File: config.mk
export PLATFORM = sky130hd
export DESIGN_NAME = fpu_normalize_round
export DESIGN_NICKNAME = d
export VERILOG_FILES = /design/src/rtl/fpu_normalize_round.sv
export SDC_FILE = /design/constraint.sdc
export NUM_CORES = 1
export LEC_CHECK = 0
export CORE_ASPECT_RATIO = 0.9
export CORE_MARGIN = 3
export CORE_UTILIZATION = 30
export CTS_BUF_LIST = sky130_fd_sc_hd__clkbuf_2 sky130_fd_sc_hd__clkbuf_4 sky130_fd_sc_hd__clkbuf_8
export CTS_CLUSTER_SIZE = 10
export DETAILED_ROUTE_END_ITERATION = 12
export PLACE_DENSITY = 0.6
export REMOVE_ABC_BUFFERS = 1
export SLEW_MARGIN = 20
export SYNTH_ARGS = -nofsm -noshare
export SYNTH_HDL_FRONTEND = slang
export SYNTH_SLANG_ARGS = --single-unit
File: constraint.sdc
create_clock -name clk -period 6.1 [get_ports clk]
set_clock_uncertainty 0.1 [all_clocks]
set_input_delay 1.22 -clock clk [delete_from_list [all_inputs] [get_ports clk]]
set_output_delay 1.22 -clock clk [all_outputs]
set_load 0.02 [all_outputs]
File: src/rtl/fpu_normalize_round.sv
// Final normalize/round/pack stage of the binary32 adder: 2-stage valid/ready pipeline.
// Optional exception flags {overflow, underflow, inexact} exist only when FPU_NR_FLAGS_EN is defined.
module fpu_normalize_round (
    input  logic        clk,
    input  logic        rst,
    input  logic        in_valid,
    output logic        in_ready,
    input  logic        in_sign,
    input  logic [7:0]  in_exp,
    input  logic [26:0] in_mant,
    input  logic        in_sticky,
    input  logic        in_bypass,
    input  logic [31:0] in_bypass_data,
    output logic        out_valid,
    input  logic        out_ready,
`ifdef FPU_NR_FLAGS_EN
    output logic [2:0]  out_flags,
`endif
    output logic [31:0] out_data
);

    logic               w_s1_load;
    logic               w_s2_load;
    logic [4:0]         w_lz;
    logic [25:0]        w_shl;
    logic [25:0]        w_n_mant;
    logic signed [9:0]  w_n_exp;
    logic               w_n_sticky;
    logic               w_n_zero;
    logic               w_n_flush;

    logic               r_s1_valid;
    logic               r_s1_bypass;
    logic [31:0]        r_s1_bdata;
    logic               r_s1_sign;
    logic signed [9:0]  r_s1_exp;
    logic [25:0]        r_s1_mant;
    logic               r_s1_sticky;
    logic               r_s1_zero;
    logic               r_s1_flush;

    logic               w_incr;
    logic [24:0]        w_sum;
    logic signed [9:0]  w_r_exp;
    logic [22:0]        w_frac;
    logic               w_ovf;
    logic [31:0]        w_pack;

    logic               r_out_valid;
    logic [31:0]        r_out_data;

    assign w_s2_load = !r_out_valid || out_ready;
    assign w_s1_load = !r_s1_valid || w_s2_load;
    assign in_ready  = w_s1_load;
    assign out_valid = r_out_valid;
    assign out_data  = r_out_data;

    // Leading-zero count of the non-carry mantissa; 26 when it is all zero
    always_comb begin
        w_lz = 5'd26;
        for (int i = 0; i < 26; i++) begin
            if (in_mant[i]) begin
                w_lz = 5'd25 - 5'(i);
            end else begin
                w_lz = w_lz;
            end
        end
        w_shl = in_mant[25:0] << w_lz;
    end

    // Stage-1 normalize: carry right-shift, exact zero, or left-shift with flush detection
    always_comb begin
        w_n_mant   = 26'd0;
        w_n_exp    = 10'sd0;
        w_n_sticky = in_sticky;
        w_n_zero   = 1'b0;
        w_n_flush  = 1'b0;
        if (in_mant[26]) begin
            w_n_mant   = in_mant[26:1];
            w_n_sticky = in_sticky | in_mant[0];
            w_n_exp    = $signed({2'b00, in_exp}) + 10'sd1;
        end else if ((in_mant == 27'd0) && !in_sticky) begin
            w_n_zero   = 1'b1;
        end else begin
            w_n_mant   = w_shl;
            w_n_exp    = $signed({2'b00, in_exp}) - $signed({5'd0, w_lz});
            w_n_flush  = (in_exp <= {3'b000, w_lz});
        end
    end

    // Stage-1 pipeline register
    always_ff @(posedge clk) begin
        if (rst) begin
            r_s1_valid  <= 1'b0;
            r_s1_bypass <= 1'b0;
            r_s1_bdata  <= 32'd0;
            r_s1_sign   <= 1'b0;
            r_s1_exp    <= 10'sd0;
            r_s1_mant   <= 26'd0;
            r_s1_sticky <= 1'b0;
            r_s1_zero   <= 1'b0;
            r_s1_flush  <= 1'b0;
        end else if (w_s1_load) begin
            r_s1_valid  <= in_valid;
            r_s1_bypass <= in_bypass;
            r_s1_bdata  <= in_bypass_data;
            r_s1_sign   <= in_sign;
            r_s1_exp    <= w_n_exp;
            r_s1_mant   <= w_n_mant;
            r_s1_sticky <= w_n_sticky;
            r_s1_zero   <= w_n_zero;
            r_s1_flush  <= w_n_flush;
        end
    end

    // Round-to-nearest-even on the 24-bit significand; a carry out renormalizes to 1.0
    assign w_incr  = r_s1_mant[1] & (r_s1_mant[0] | r_s1_sticky | r_s1_mant[2]);
    assign w_sum   = {1'b0, r_s1_mant[25:2]} + {24'd0, w_incr};
    assign w_r_exp = w_sum[24] ? (r_s1_exp + 10'sd1) : r_s1_exp;
    assign w_frac  = w_sum[24] ? 23'd0 : w_sum[22:0];
    assign w_ovf   = (r_s1_exp >= 10'sd255) || (w_r_exp >= 10'sd255);

    // Stage-2 result selection
    always_comb begin
        w_pack = 32'd0;
        if (r_s1_bypass) begin
            w_pack = r_s1_bdata;
        end else if (r_s1_zero) begin
            w_pack = 32'd0;
        end else if (r_s1_flush) begin
            w_pack = {r_s1_sign, 31'd0};
        end else if (w_ovf) begin
            w_pack = {r_s1_sign, 8'hFF, 23'd0};
        end else begin
            w_pack = {r_s1_sign, w_r_exp[7:0], w_frac};
        end
    end

    // Output register; holds while downstream stalls
    always_ff @(posedge clk) begin
        if (rst) begin
            r_out_valid <= 1'b0;
            r_out_data  <= 32'd0;
        end else if (w_s2_load) begin
            r_out_valid <= r_s1_valid;
            r_out_data  <= r_s1_valid ? w_pack : r_out_data;
        end
    end

`ifdef FPU_NR_FLAGS_EN
    logic       w_inexact;
    logic [2:0] w_flags;
    logic [2:0] r_out_flags;

    assign w_inexact = r_s1_mant[1] | r_s1_mant[0] | r_s1_sticky;
    assign out_flags = r_out_flags;

    // Flag selection mirrors the result priority above
    always_comb begin
        w_flags = 3'b000;
        if (r_s1_bypass || r_s1_zero) begin
            w_flags = 3'b000;
        end else if (r_s1_flush) begin
            w_flags = {1'b0, 1'b1, w_inexact};
        end else if (w_ovf) begin
            w_flags = 3'b101;
        end else begin
            w_flags = {1'b0, 1'b0, w_inexact};
        end
    end

    // Flags registered alongside out_data
    always_ff @(posedge clk) begin
        if (rst) begin
            r_out_flags <= 3'b000;
        end else if (w_s2_load && r_s1_valid) begin
            r_out_flags <= w_flags;
        end
    end
`endif

endmodule

Yosys cells after proc, flatten, opt, wreduce, memory -nomap -nowiden
Index checks and enable logic that the tools add are counted.
{"block": "classes", "mux": 41, "n_shift": 1, "bitwise_logic": 4, "n_lt_le_gt_ge": 3, "n_reduce_logical": 9, "n_addsub": 4}
{"op": "5-bit two-way mux", "count": 25}
{"op": "32-bit two-way mux", "count": 2}
{"op": "31-bit two-way mux", "count": 2}
{"op": "26-bit two-way mux", "count": 2}
{"op": "10-bit two-way mux", "count": 3}
{"op": "27-bit zero test", "count": 1}
{"op": "26-bit by 5-bit << shifter with 26-bit output", "count": 1}
{"op": "24-bit by 1-bit adder with 25-bit output", "count": 1}
{"op": "23-bit two-way mux", "count": 1}
{"op": "10-bit by 9-bit greater-or-equal comparator with 1-bit output, second input constant", "count": 2}
{"op": "10-bit by 2-bit adder with 10-bit output, second input constant", "count": 1}
{"op": "8-bit by 1-bit adder with 9-bit output, second input constant", "count": 1}
{"op": "8-bit by 5-bit subtractor with 9-bit output", "count": 1}
{"op": "8-bit by 5-bit <= comparator with 1-bit output", "count": 1}
{"op": "1-bit two-way mux", "count": 5}
{"op": "1-bit zero test", "count": 3}
{"op": "1-bit logical OR", "count": 3}
{"op": "1-bit bitwise OR", "count": 3}
{"op": "2-bit two-way mux", "count": 1}
{"op": "2-bit AND reduction", "count": 1}
{"op": "1-bit AND", "count": 1}
{"op": "1-bit logical AND", "count": 1}
{"block": "totals", "out_inout_bits": 34, "register_bits": 107, "inputBits": 74, "word_cells": 73}

Logic depth before layout (Yosys ltp)
{"block": "logic_depth", "ltp_word": 29, "depth_mapped": 19, "depth_no_buf": 15}

Worst setup path after synthesis
OpenSTA, ideal clock, no wires.
{"block": "synth_timing", "kind": "input -> register", "from": "input in_mant[25]", "to": "register r_s1_exp[7]", "stages": 18, "path_buffers": 4, "setup_time_ns": 0.132, "required_time_ns": 5.868, "path_slack_ns": 1.192, "arrival_ns": 4.676, "cell_sequence": "buf_6 -> or4_4 -> o32a_1 -> o21a_1 -> buf_6 -> nand2_4 -> buf_12 -> inv_2 -> buf_2 -> ha_1 -> nor2b_1 -> o21ai_0 -> a21boi_0 -> o21ai_0 -> or4b_2 -> xnor2_1 -> a221oi_1 -> nor3_1"}
{"block": "synth_via", "elab_chain_cells": 4, "elab_cells_between_ends": 6, "classes_between": "1 x add/sub; 3 x mux; 2 x reduce/logical"}
{"element": "start: declaration", "line_no": "10", "rtl": "input logic [26:0] in_mant,"}
{"element": "5-bit two-way mux / 27-bit zero test (equally long branches)", "line_no": "62, 82"}
{"element": "8-bit by 5-bit subtractor with 9-bit output / 1-bit logical AND (equally long branches)", "line_no": "86, 82"}
{"element": "10-bit two-way mux *", "line_no": "82", "rtl": "end else if ((in_mant == 27'd0) && !in_sticky) begin"}
{"element": "10-bit two-way mux *", "line_no": "78", "rtl": "if (in_mant[26]) begin"}
{"element": "end signal: assignment", "line_no": "108", "rtl": "r_s1_exp <= w_n_exp;"}
{"element": "end: declaration", "line_no": "36", "rtl": "logic signed [9:0] r_s1_exp;"}
Mark *: on every way between the ends. The rest lies on a longest branch, timed or not.
A chain may end at the register's enable or synchronous reset.

Final worst setup path
{"block": "layout_timing", "from": "input in_mant[24]", "to": "register r_s1_exp[7]"}
{"block": "layout_via", "elab_chain_cells": 5, "elab_cells_between_ends": 7, "classes_between": "1 x add/sub; 4 x mux; 2 x reduce/logical"}
{"element": "5-bit two-way mux (2 in series)", "line_no": "62", "rtl": "if (in_mant[i]) begin"}
{"element": "8-bit by 5-bit subtractor with 9-bit output", "line_no": "86", "rtl": "w_n_exp = $signed({2'b00, in_exp}) - $signed({5'd0, w_lz});"}
{"element": "10-bit two-way mux *", "line_no": "82"}
{"element": "10-bit two-way mux *", "line_no": "78"}
Marked as above.

==> summary.txt <==
Yosys
  – Post-synth top area cell: dfxtp_1
  – Adder-cell share of the synthesized area: about 1.6%
  – EDFF count, synth: 0
  – Syn_area_per_cell: 7.48 µm²
  – Cell count after synthesis: 979
  – Top cells by area, synth: dfxtp_1, a21oi_1, nand2_1
  – Main combinational cell family by area after synthesis: compound AO/OA/AOI/OAI gates
  – Seq/Total Area, Yosys: 29.2%
  – Ys flop type: dfxtp_1
  – FFs w/ async S/R, synth: 0%
  – Post-synthesis compound-gate area fraction: 26.9%
  – Post-synth cell types: 72
  – XOR/XNOR Fraction of Synth Area: 4.66%
  – Synthesized cell area: 7320 µm²
  – Mux cell area share after synthesis: under 10%
  – Yosys synthesis warning count: 0
  – Simple-gate share of the synthesized area: a little under a quarter
  – Synth top area share: 29.2%
  – Synthesized flop and latch total: 107

Clock network
  – Clk sinks: 107
  – Clock slew at reported path FFs: 0.09 ns
  – TritonCTS Buffers: 9
  – H-tree depth: 3
  – CTS Hold Bufs: 0
  – CTS tree: yes
  – CTS root buf: clkbuf_8
  – Worst-Skew Late Latency: 0.38 ns
  – Post-CTS setup buffers: 0
  – Clock tree buffer depth: 2
  – Cts repair resizes: 0

Status
  – Status: finished clean

Pwr
  – Sequential group share of total power: 46.4%
  – Net Sw Power: roughly 0.00054 W
  – PwrDens: 195 nW/µm²
  – Clock power share: 26.6%
  – Internal cell power: 0.00117 W
  – Gate power share: a little over a quarter
  – Pwr Total: 0.00171 W
  – P_leak: approximately 3.2 nW
  – VDD IR max: roughly 93 µV
  – Switching Fraction: 31.6%

Routing
  – # DRC: 0
  – Detailed-route via count: between 7000 and 8000
  – Wire per inst: approximately 19 µm
  – Detail Route Antenna Nets: 0
  – 1st-iter DRT viols: 910
  – DR vias/cell: 5.71
  – Routed WL: 25.7 mm
  – TritonRoute pass-1 iters: 6

Timing
  – Slew Viols, Final: 0
  – Minimum clock period: 4.97 ns
  – Final hold vios: 0
  – Max transition margin: 28.0%
  – Max frequency: just over 200 MHz
  – Slew @ Worst Pin: 1.08 ns
  – Setup repair after global routing missed its margin: false
  – TNS Setup: 0 ns
  – Setup violations, final: 0
  – Period utilization: slightly above 80%

Floorplanning
  – Std-Cell Rows: 53
  – Die width: 171 µm
  – Core footprint: 23700 µm²
  – Die Height: ~150 µm
  – Starting Density: 30.9%
  – Die ar.: 26300 µm²
  – Number of I/O pins: 108

Cells and area
  – Fillers: around 2500
  – Ant diodes: 0
  – Reg area: 2140 µm²
  – # nets final: 1117
  – Multi-input gate area: 4690 µm²
  – Share of cells above drive strength 1: 6.93%
  – Area Growth Syn to Fin: 19.5%

Global route
  – GR Overflow Total: 0
  – Global routing usage summed across all routing layers: 19.1%
  – Number of global-route vias before repair: 7034
  – Initial antenna violation count: 0
  – Pin count of the biggest net entering global routing: 97
  – First-pass GRT wire length: 40.2 mm

Placed design
  – Port Buffers: between 100 and 150
  – Post-DP HPWL: 18.3 mm
  – Routability Congestion: approximately 0.98

Min path
  – Hold Crit Class: reg -> reg
  – Hold depth: 2

Worst setup path
  – CP most frequent cell: o21ai_0
  – Setup CP Type: in -> reg
  – Critical path cell sequence: clkdlybuf4s50_1 > or4_4 > o32a_1 > o21a_1 > nand2_4 > inv_2 > ha_1 > nor2b_1 > o21ai_0 > a21boi_0 > o21ai_0 > or4b_2 > xnor2_1 > a221oi_1 > nor3_1
  – CP Launch Type: input pin
  – Worst EP required: 6.23 ns
  – Crit-path max cell delay: 0.63 ns
  – R2r worst-path depth: 11
  – Worst setup EP type: register
  – Slowest library cell on the worst path: or4_4
  – CP arrival: 5.09 ns
  – Worst Path Max Fanout: 12

Flow run
  – Max_cap viols: 0
power groups by stage:
stage	sequential (W)	combinational [W]	clock [W]
after floorplan	0.000816	0.000228	0
after CTS	0.000792	0.000456	0.000470
after global routing	0.000800	0.000501	0.000497
after detailed placement	0.000808	0.000454	0
after global placement	0.000808	0.000455	0
final	0.000792	0.000460	0.000454
sequential cells by signal (all words and copies together) (netlist names):
signal,count
out_data,32
out_valid,1
r_s1_bdata,32
r_s1_bypass,1
r_s1_exp,10
r_s1_flush,1
r_s1_mant,26
r_s1_sign,1
r_s1_sticky,1
r_s1_valid,1
r_s1_zero,1
layout make-up:
class	count	area share (%)
clock buffers	14	1.92
inverters	22	0.943
repair buffers	133	14.4
multi-input cells	761	53.5
clock inverters	2	0.400
well taps	302	4.32
flip-flops and latches	107	24.5
worst max-delay path: cells and delay by family:
family,cells,cell delay [ns]
AND/OR/NAND/NOR,5,1.55
AO/OA/AOI/OAI,6,1.24
buffers and inverters,2,0.64
adder cells (fa/ha/maj),1,0.28
XOR/XNOR,1,0.15
worst paths after layout:
path,startpoint,endpoint,slack [ns]
setup / recovery,in_mant[24],r_s1_exp[7],1.13
hold / removal,r_s1_bdata[2],r_s1_bdata[2],0.35
setup reg to reg,r_s1_mant[1],out_data[20],2.68
hold reg to reg,r_s1_bdata[2],r_s1_bdata[2],0.35
through the flow:
stage,cells,worst slack [ns],util (%),hold WS (ns),cell area (µm²)
finish,1341,1.13,37.0,0.355,8750
global route,1341,0.911,37.0,0.378,8750
CTS,1341,1.16,37.0,0.357,8750
detailed placement,1325,0.746,36.1,0.344,8550
global placement,1325,0.782,36.1,0.337,8550
floorplan,890,0.242,-,0.321,6910
cell usage in the layout, fill, tap and decap left out, types with 10 or more instances in the layout:
cell,instances
dfxtp_1,107
a211oi_1,35
xor2_1,20
a21oi_1,100
nand4_1,11
nor3_1,34
clkbuf_8,10
nor2_1,96
mux2i_1,35
inv_1,18
a221oi_1,23
o21ai_0,42
nand2_1,126
buf_4,27
xnor2_1,19
nor4_1,12
o211ai_1,13
nand3_1,48
clkdlybuf4s50_1,106
a31oi_1,10
kinds of logic (layout without fill, tap and decap cells):
family | Yosys count | after routing
buffers and inverters | 111 | 171
AO/OA/AOI/OAI | 291 | 291
multiplexers | 45 | 45
XOR/XNOR | 39 | 39
adder cells (fa/ha/maj) | 9 | 9
AND/OR/NAND/NOR | 377 | 377
flip-flops | 107 | 107
Yosys cell counts (all sizes together) (3+ instances only):
| cell | count |
|---|---|
| or3 | 6 |
| o221ai | 5 |
| dfxtp | 107 |
| inv | 20 |
| o221a | 3 |
| nor2b | 9 |
| a311oi | 8 |
| nor2 | 96 |
| o211a | 8 |
| nor3 | 35 |
| clkbuf | 65 |
| and2 | 7 |
| mux2 | 6 |
| a221oi | 24 |
| xor2 | 20 |
| nor4 | 12 |
| ha | 8 |
| o211ai | 13 |
| buf | 24 |
| nand4 | 11 |
| o21ai | 42 |
| a211oi | 35 |
| a21oi | 101 |
| a21boi | 3 |
| o2bb2ai | 3 |
| mux4 | 4 |
| a22oi | 6 |
| and4 | 5 |
| nand3b | 3 |
| nand3 | 48 |
| and3 | 5 |
| nand2b | 7 |
| or4 | 4 |
| o31a | 5 |
| xnor2 | 19 |
| a21o | 4 |
| a31oi | 10 |
| mux2i | 35 |
| nand2 | 127 |
layer usage:
layer	global-route usage (%)	vias up	part of all wire (%)
met3	3.94	52	7.4
met4	6.22	0	2.7
li1	-	3677	-
met1	28.3	3593	47
met5	0	-	0
met2	27.3	341	43
(Power assumes the default switching activity.)
